File: config.mk
export PLATFORM = sky130hd
export DESIGN_NAME = integrator_mc
export DESIGN_NICKNAME = d
export VERILOG_FILES = /design/src/rtl/integrator_mc.sv
export SDC_FILE = /design/constraint.sdc
export NUM_CORES = 1
export LEC_CHECK = 0
export BUFFER_PORTS_ARGS = -buffer_cell sky130_fd_sc_hd__buf_2
export CORE_MARGIN = 4
export CORE_UTILIZATION = 50
export CTS_CLUSTER_DIAMETER = 100
export DETAILED_ROUTE_END_ITERATION = 7
export PLACE_DENSITY = 0.71
export SLEW_MARGIN = 20
export SYNTH_ARGS = -nofsm -noshare
export SYNTH_HDL_FRONTEND = slang
export SYNTH_SLANG_ARGS = --single-unit
File: constraint.sdc
create_clock -name clk -period 4.5 [get_ports clk]
set_clock_uncertainty 0.1 [all_clocks]
set_input_delay 0.45 -clock clk [delete_from_list [all_inputs] [get_ports clk]]
set_output_delay 0.45 -clock clk [all_outputs]
set_load 0.005 [all_outputs]
File: src/rtl/integrator_mc.sv
// Multi-channel saturating fixed-point integrator: v[i] += (a[i]*dt) >>> FRAC per step,
// sequenced through one shared LSB-first shift-add multiplier.
module integrator_mc #(
  parameter int WIDTH    = 16,
  parameter int FRAC     = 8,
  parameter int CHANNELS = 2
) (
  input  logic                         clk,
  input  logic                         rst,
  input  logic                         start,
  input  logic                         clear,
  input  logic [CHANNELS*WIDTH-1:0]    a,
  input  logic [WIDTH-1:0]             dt,
  output logic [CHANNELS*WIDTH-1:0]    v,
  output logic                         busy,
  output logic                         done,
  output logic [CHANNELS-1:0]          sat
);

  localparam int PW   = 2 * WIDTH;
  localparam int SW   = 2 * WIDTH + 1;
  localparam int IW   = (CHANNELS > 1) ? $clog2(CHANNELS) : 1;
  localparam int CNTW = $clog2(WIDTH);

  localparam logic signed [SW-1:0] VMAX = {{(SW-WIDTH+1){1'b0}}, {(WIDTH-1){1'b1}}};
  localparam logic signed [SW-1:0] VMIN = {{(SW-WIDTH+1){1'b1}}, {(WIDTH-1){1'b0}}};

  typedef enum logic [1:0] {S_IDLE, S_MUL, S_ACC, S_DONE} state_t;

  function automatic logic signed [PW-1:0] sext(input logic [WIDTH-1:0] x);
    return {{WIDTH{x[WIDTH-1]}}, x};
  endfunction

  function automatic logic signed [WIDTH-1:0] sat_clamp(input logic signed [SW-1:0] s);
    if (s > VMAX)      return VMAX[WIDTH-1:0];
    else if (s < VMIN) return VMIN[WIDTH-1:0];
    else               return s[WIDTH-1:0];
  endfunction

  function automatic logic sat_ovf(input logic signed [SW-1:0] s);
    return (s > VMAX) || (s < VMIN);
  endfunction

  state_t                      state_q;
  logic [IW-1:0]               idx_q;
  logic [CNTW-1:0]             cnt_q;
  logic [CHANNELS*WIDTH-1:0]   a_sh_q;
  logic [WIDTH-1:0]            dt_sh_q;
  logic signed [PW-1:0]        mcand_q;
  logic [WIDTH-1:0]            mplier_q;
  logic signed [PW-1:0]        prod_q;
  logic signed [WIDTH-1:0]     v_q [CHANNELS];
  logic [CHANNELS-1:0]         sat_q;
  logic                        busy_q;
  logic                        done_q;

  logic signed [WIDTH-1:0]     acc_cur;
  logic signed [PW-1:0]        prod_sh;
  logic signed [SW-1:0]        sum_d;
  logic signed [WIDTH-1:0]     clamp_d;
  logic                        ovf_d;
  logic [IW-1:0]               nxt_idx;
  logic [WIDTH-1:0]            a_next;

  // Accumulate stage: widened add of the floored product, then clamp.
  always_comb begin
    acc_cur = v_q[idx_q];
    prod_sh = prod_q >>> FRAC;
    sum_d   = {{(SW-WIDTH){acc_cur[WIDTH-1]}}, acc_cur} + {prod_sh[PW-1], prod_sh};
    clamp_d = sat_clamp(sum_d);
    ovf_d   = sat_ovf(sum_d);
    nxt_idx = idx_q + 1'b1;
    a_next  = a_sh_q[int'(nxt_idx)*WIDTH +: WIDTH];
  end

  always_ff @(posedge clk) begin
    if (rst) begin
      state_q  <= S_IDLE;
      idx_q    <= '0;
      cnt_q    <= '0;
      a_sh_q   <= '0;
      dt_sh_q  <= '0;
      mcand_q  <= '0;
      mplier_q <= '0;
      prod_q   <= '0;
      sat_q    <= '0;
      busy_q   <= 1'b0;
      done_q   <= 1'b0;
      for (int i = 0; i < CHANNELS; i++) v_q[i] <= '0;
    end else if (clear) begin
      state_q <= S_IDLE;
      idx_q   <= '0;
      sat_q   <= '0;
      busy_q  <= 1'b0;
      done_q  <= 1'b0;
      for (int i = 0; i < CHANNELS; i++) v_q[i] <= '0;
    end else begin
      done_q <= 1'b0;
      case (state_q)
        S_IDLE: begin
          if (start) begin
            a_sh_q   <= a;
            dt_sh_q  <= dt;
            idx_q    <= '0;
            mcand_q  <= sext(a[WIDTH-1:0]);
            mplier_q <= dt;
            prod_q   <= '0;
            cnt_q    <= '0;
            busy_q   <= 1'b1;
            state_q  <= S_MUL;
          end
        end
        // One multiplier bit per cycle; the multiplicand doubles as dt shifts down.
        S_MUL: begin
          if (mplier_q[0]) prod_q <= prod_q + mcand_q;
          mcand_q  <= mcand_q <<< 1;
          mplier_q <= mplier_q >> 1;
          cnt_q    <= cnt_q + 1'b1;
          if (cnt_q == CNTW'(WIDTH-1)) state_q <= S_ACC;
        end
        S_ACC: begin
          v_q[idx_q] <= clamp_d;
          if (ovf_d) sat_q[idx_q] <= 1'b1;
          if (idx_q == IW'(CHANNELS-1)) begin
            busy_q  <= 1'b0;
            done_q  <= 1'b1;
            state_q <= S_DONE;
          end else begin
            idx_q    <= nxt_idx;
            mcand_q  <= sext(a_next);
            mplier_q <= dt_sh_q;
            prod_q   <= '0;
            cnt_q    <= '0;
            state_q  <= S_MUL;
          end
        end
        default: state_q <= S_IDLE;
      endcase
    end
  end

  for (genvar g = 0; g < CHANNELS; g++) begin : g_vout
    assign v[g*WIDTH +: WIDTH] = v_q[g];
  end

  assign busy = busy_q;
  assign done = done_q;
  assign sat  = sat_q;

endmodule

# --- Yosys cells after proc, flatten, opt, wreduce, memory -nomap -nowiden ---
# Memories as Yosys holds them, arrays and structs flattened. A register that Yosys moved wholly into a read port is not among the register bits.
# Index checks and enable logic that the tools add are counted.
totals:
  ram_bits: 32
  out_inout_bits: 36
  n_memories: 1
  register_bits: 139
mem_list:
  columns: ["memory", "words", "width", "rd", "rd_clocked_by_memory_dff", "wr", "line", "rtl"]
  rows:
  - ["v_q", 2, 16, 3, 1, 2, "52", "logic signed [WIDTH-1:0] v_q [CHANNELS];"]
classes:
  n_reduce_logical: 15
  n_shift: 1
  addsub: 4
  n_bitwise: 5
  mux: 44
  eq_ne: 8
  n_lt_le_gt_ge: 4
ops:
  columns: ["cell", "count"]
  rows:
  - ["32-bit one-hot mux with 3 select lines", 2]
  - ["32-bit 2-to-1 mux", 5]
  - ["16-bit 2-to-1 mux", 7]
  - ["16-bit one-hot mux with 3 select lines", 1]
  - ["32-bit adder", 1]
  - ["32-bit by 6-bit indexed part select with 16-bit output", 1]
  - ["16-bit by 24-bit adder with 25-bit output", 1]
  - ["25-bit by 16-bit > comparator with 1-bit output, second input constant", 1]
  - ["25-bit by 16-bit less-than comparator with 1-bit output, second input constant", 1]
  - ["1-bit 2-to-1 mux", 19]
  - ["16-bit OR reduction", 1]
  - ["4-bit one-hot mux with 3 select lines", 1]
  - ["2-bit inequality test, second input constant", 5]
  - ["4-bit 2-to-1 mux", 2]
  - ["2-bit 2-to-1 mux", 3]
  - ["2-bit one-hot mux with 3 select lines", 1]
  - ["2-bit AND reduction", 3]
  - ["3-bit AND reduction", 2]
  - ["5-bit AND reduction", 1]
  - ["4-bit by 1-bit adder with 4-bit output, second input constant", 1]
  - ["4-bit == test, second input constant", 1]
  - ["1-bit one-hot mux with 2 select lines", 2]
  - ["4-bit AND reduction", 1]
  - ["3-bit nonzero test", 1]
  - ["other kinds (15)", 17]

# --- Longest topological paths before layout ---
logic_depth:
  word_depth: 7
  mapped_depth: 15
  ltp_nobuf: 13

# --- Worst setup path before layout ---
# No wires, ideal clock.
synth_path:
  path_kind: "register to register"
  from: "reg with a tool-made name"
  to: "mem v_q[0][5] (data pin)"
  path_slack_ps: 622
  t_required_ps: 4132
  arrival_time_ps: 3510
  path_stages_with_launch: 16
  path_buffers: 4
  cell_sequence: "dfxtp_1 clkbuf_1 buf_1 mux2_2 ha_1 buf_4 nand2_2 nor3_2 nand4_1 o211ai_2 and3_4 o211ai_1 or3_4 nand3_2 buf_6 o21ai_0"
synth_rtl:
  columns: ["element", "line"]
  rows:
  - ["end: declaration", "52"]

==> impl_metrics.csv <==
group,metric,value,unit
run_status,outcome,"complete, no violations",
timing,fin_crit,4150,ps
place,port_buffers,87,
floorplanning,core,0.0202,mm^2
yosys,synth_warnings,0,
drt,ant_nets,0,
clock_network,cts_resized,0,
floorplanning,std_cell_rows,52,
floorplanning,io_pins,88,
clock_network,cts_made_buffers,17,
final_layout,finalNetCount,1404,
setup_path,setup.worst_path.start_class,"register",
floorplanning,die_h,151,um
yosys,synth_simple_gate_area_share,16.5,%
final_layout,synthToLayoutAreaGrowth,11.6,%
place,place_congestion,0.950,
setup_path,path_class,"register to register",
global_routing,grt_max_degree,68,
clock_network,cts_sinks,172,
global_routing,antenna_found_initial,1,
timing,period_share,92.1,%
floorplanning,dieWidth,151,um
yosys,yosysTopAreaCell,"dfxtp_1",
power_and_ir_drop,sw_frac_of_total,29.4,%
setup_path,slowest_stage,"ha_1",
timing,hold-worst-slack,141,ps
setup_path,endpoint_kind,"register",
yosys,syn_area,0.0103,mm^2
setup_path,critPathBufInv,0,
power_and_ir_drop,pwr-share-comb,13.6,%
power_and_ir_drop,power.switching,1070,uW
timing,setup_viol,0,
setup_path,slowest_delay,540,ps
yosys,ys_ff_latch,172,
power_and_ir_drop,p_seq_share,46.8,%
clock_network,clkTransAtPathRegs,80,ps
drt,via_per_inst,5.92,
drt,drt-total-wl,26.8,mm
drt,drcViolationCount,0,
clock_network,cts_tree,"yes",
timing,tightest_slew,1100,ps
yosys,seq_area_frac_synth,36.7,%
clock_network,clk_path_buf_depth,2,
clock_network,cts_hold_buffers,0,
floorplanning,die_area,0.0229,mm^2
setup_path,critPathRequiredTime,4560,ps
clock_network,cts_setup_buffers,0,
yosys,synth_top_area_share,27.3,%
setup_path,cp_top_family,"simple AND/OR/NAND/NOR gates",
yosys,synth-adder-area-share,7.70,%
drt,post_drt_wl_per_cell,17.0,um
timing,slew_headroom,26.7,%
timing,final_max_slew_viol_count,0,
setup_path,cpMostUsedCell,"nand3_1",
yosys,synth_edf_count,32,
yosys,ys_types,74,
drt,vias,9308,
yosys,ys.flop_type,"dfxtp_1",
power_and_ir_drop,peakVddDrop,0.253,mV
drt,dr.pass1.iters,5,
place,dp_hpwl,19.1,mm
timing,rsz0062_at_grt,"false",
drt,first_iter_violations,542,
power_and_ir_drop,p_leak,0.00470,uW
clock_network,clockRootBuffer,"clkbuf_16",
place,dp.cells,1540,
global_routing,grt_usage,23.9,%
yosys,async_flop_share,0,%
yosys,synth_top_family_by_area,"compound AO/OA/AOI/OAI gates",
final_layout,stdcell_count,1572,
global_routing,grt_first_pass_wirelength,44.4,mm
setup_path,arrival,4200,ps
yosys,postSynthCellCount,1243,
floorplanning,initial_utilization,50.7,%
yosys,synthTopCellsByArea,"dfxtp_1 (27%), edfxtp_1 (9.4%), a21oi_1 (8.1%)",
min_path,min_path_type,"input pin to register",
setup_path,crit_fanout,13,
setup_path,path_cells,"mux2_2 -> ha_1 -> nand3_1 -> nor3_1 -> o2111ai_1 -> nand3_1 -> xnor2_1 -> o211ai_1 -> or3_4 -> nand3_2 -> o21ai_0",
timing,hold_viol,0,
final_layout,drive_gt1_share,15.7,%
power_and_ir_drop,p_per_area,317,mW/mm^2
global_routing,first_global_vias,8829,
global_routing,grt-ovfl-total,0,
power_and_ir_drop,p_clk_share,39.6,%
flow_run,max-cap-violations,0,
yosys,synth_mux_area_share,3.67,%
timing,timing.fmax,241,MHz
timing,tns,0,ps
yosys,synth_xor_xnor_area_share,3.58,%
clock_network,cts_max_level,4,
yosys,syn_nets,1357,
yosys,synth_compound_area_share,27.8,%
yosys,syn_avg_cell_area,8.26,um^2
power_and_ir_drop,internal_power,2560,uW
final_layout,diodes,0,
clock_network,clock_latency,430,ps
==> flip-flops by register name (all words and copies together) (netlist names), named ones only <==
| name | cells |
|---|---|
| v_q | 32 |
| idx_q | 1 |
| done | 1 |
| dt_sh_q | 16 |
| state_q | 2 |
| sat | 2 |
| a_sh_q | 32 |
| busy | 1 |
| mplier_q | 16 |
| cnt_q | 4 |
| prod_q | 32 |
| mcand_q | 32 |
==> synth_stat cells (all sizes together), types with 25 or more instances <==
master,number
nor2,118
a22oi,49
nand2,183
o211ai,25
mux2,29
edfxtp,32
o21ai,74
dfxtp,140
clkbuf,57
ha,60
a211oi,43
xor2,27
a21oi,170
==> cell type report <==
class                           count  area [um^2]
Clock buffer                       17          425
Inverter                           21         78.8
Tap cell                          270          338
Sequential cell                   172         3760
Timing Repair Buffer              106          601
Multi-Input combinational cell    972         6110
Fill cell                        1913         8780
Clock inverter                     14          145
==> cells by family after synthesis <==
kind of cell             count (synthesis)
adder cells (fa/ha/maj)                 62
multiplexers                            34
buffers and inverters                   99
AO/OA/AOI/OAI                          442
flip-flops                             172
XOR/XNOR                                42
AND/OR/NAND/NOR                        392
==> stage by stage <==
stage	setup slack [ps]	utilization [%]	total power (uW)	cell area [um^2]
floorplan	622	-	2070	10300
global placement	498	53.7	2210	10900
detailed placement	467	53.7	2220	10900
CTS	434	56.5	3650	11400
global route	75.6	56.6	3800	11500
finish	353	56.6	3630	11500
==> worst paths after layout <==
path | start | end | slack [ps] | cells after the start
setup reg to reg | register | v_q[0][5]$_SDFFCE_PN0P_ | 350 | 11
hold reg to reg | a_sh_q[6]$_SDFFE_PP0P_ | a_sh_q[6]$_SDFFE_PP0P_ | 350 | 2
hold / removal | a[19] | a_sh_q[19]$_SDFFE_PP0P_ | 140 | 3
setup / recovery | register | v_q[0][5]$_SDFFCE_PN0P_ | 350 | 11
==> tightest hold or removal path, stage by stage <==
cell and delay (ps):
buf_2 90, nand2_1 40, a21oi_1 50
==> per-layer routing <==
metal | track usage (%) | part of all wire (%)
met2 | 38.9 | 47
met1 | 32.1 | 46
met5 | 0 | 0.049
met3 | 5.06 | 5.3
met4 | 6.75 | 1.7
==> placed cells by master, fill, tap and decap left out, drive strengths merged, types with 3 or more instances in the layout <==
master / netlist / final
a211o: 7 / 7
nand3: 21 / 21
a22oi: 49 / 49
xor2: 27 / 27
mux2: 29 / 29
nor3b: 3 / 3
o21a: 8 / 8
a22o: 5 / 5
nor2: 118 / 118
and2: 3 / 3
nor3: 13 / 13
nand2: 183 / 183
a21oi: 170 / 170
edfxtp: 32 / 32
mux2i: 5 / 5
a31o: 3 / 3
nand2b: 9 / 9
nand4: 6 / 6
dfxtp: 140 / 140
o211ai: 25 / 25
o21ai: 74 / 74
or2: 7 / 7
and3: 10 / 10
o21bai: 5 / 5
clkinv: 0 / 3
ha: 60 / 60
o31ai: 5 / 5
xnor2: 15 / 15
nor4: 5 / 5
a21o: 21 / 21
a211oi: 43 / 43
nor2b: 7 / 7
o221ai: 3 / 3
a31oi: 7 / 7
clkbuf: 57 / 17
inv: 21 / 30
buf: 21 / 106
==> power by group through the flow <==
| stage | registers, uW | logic (uW) | clock network [uW] |
|---|---|---|---|
| after CTS | 1700 | 490 | 1460 |
| after floorplan | 1720 | 353 | 0 |
| final | 1700 | 494 | 1440 |
| after global routing | 1710 | 555 | 1540 |
| after global placement | 1730 | 480 | 0 |
| after detailed placement | 1730 | 487 | 0 |
Note: power is estimated with default switching activity, not from simulation.
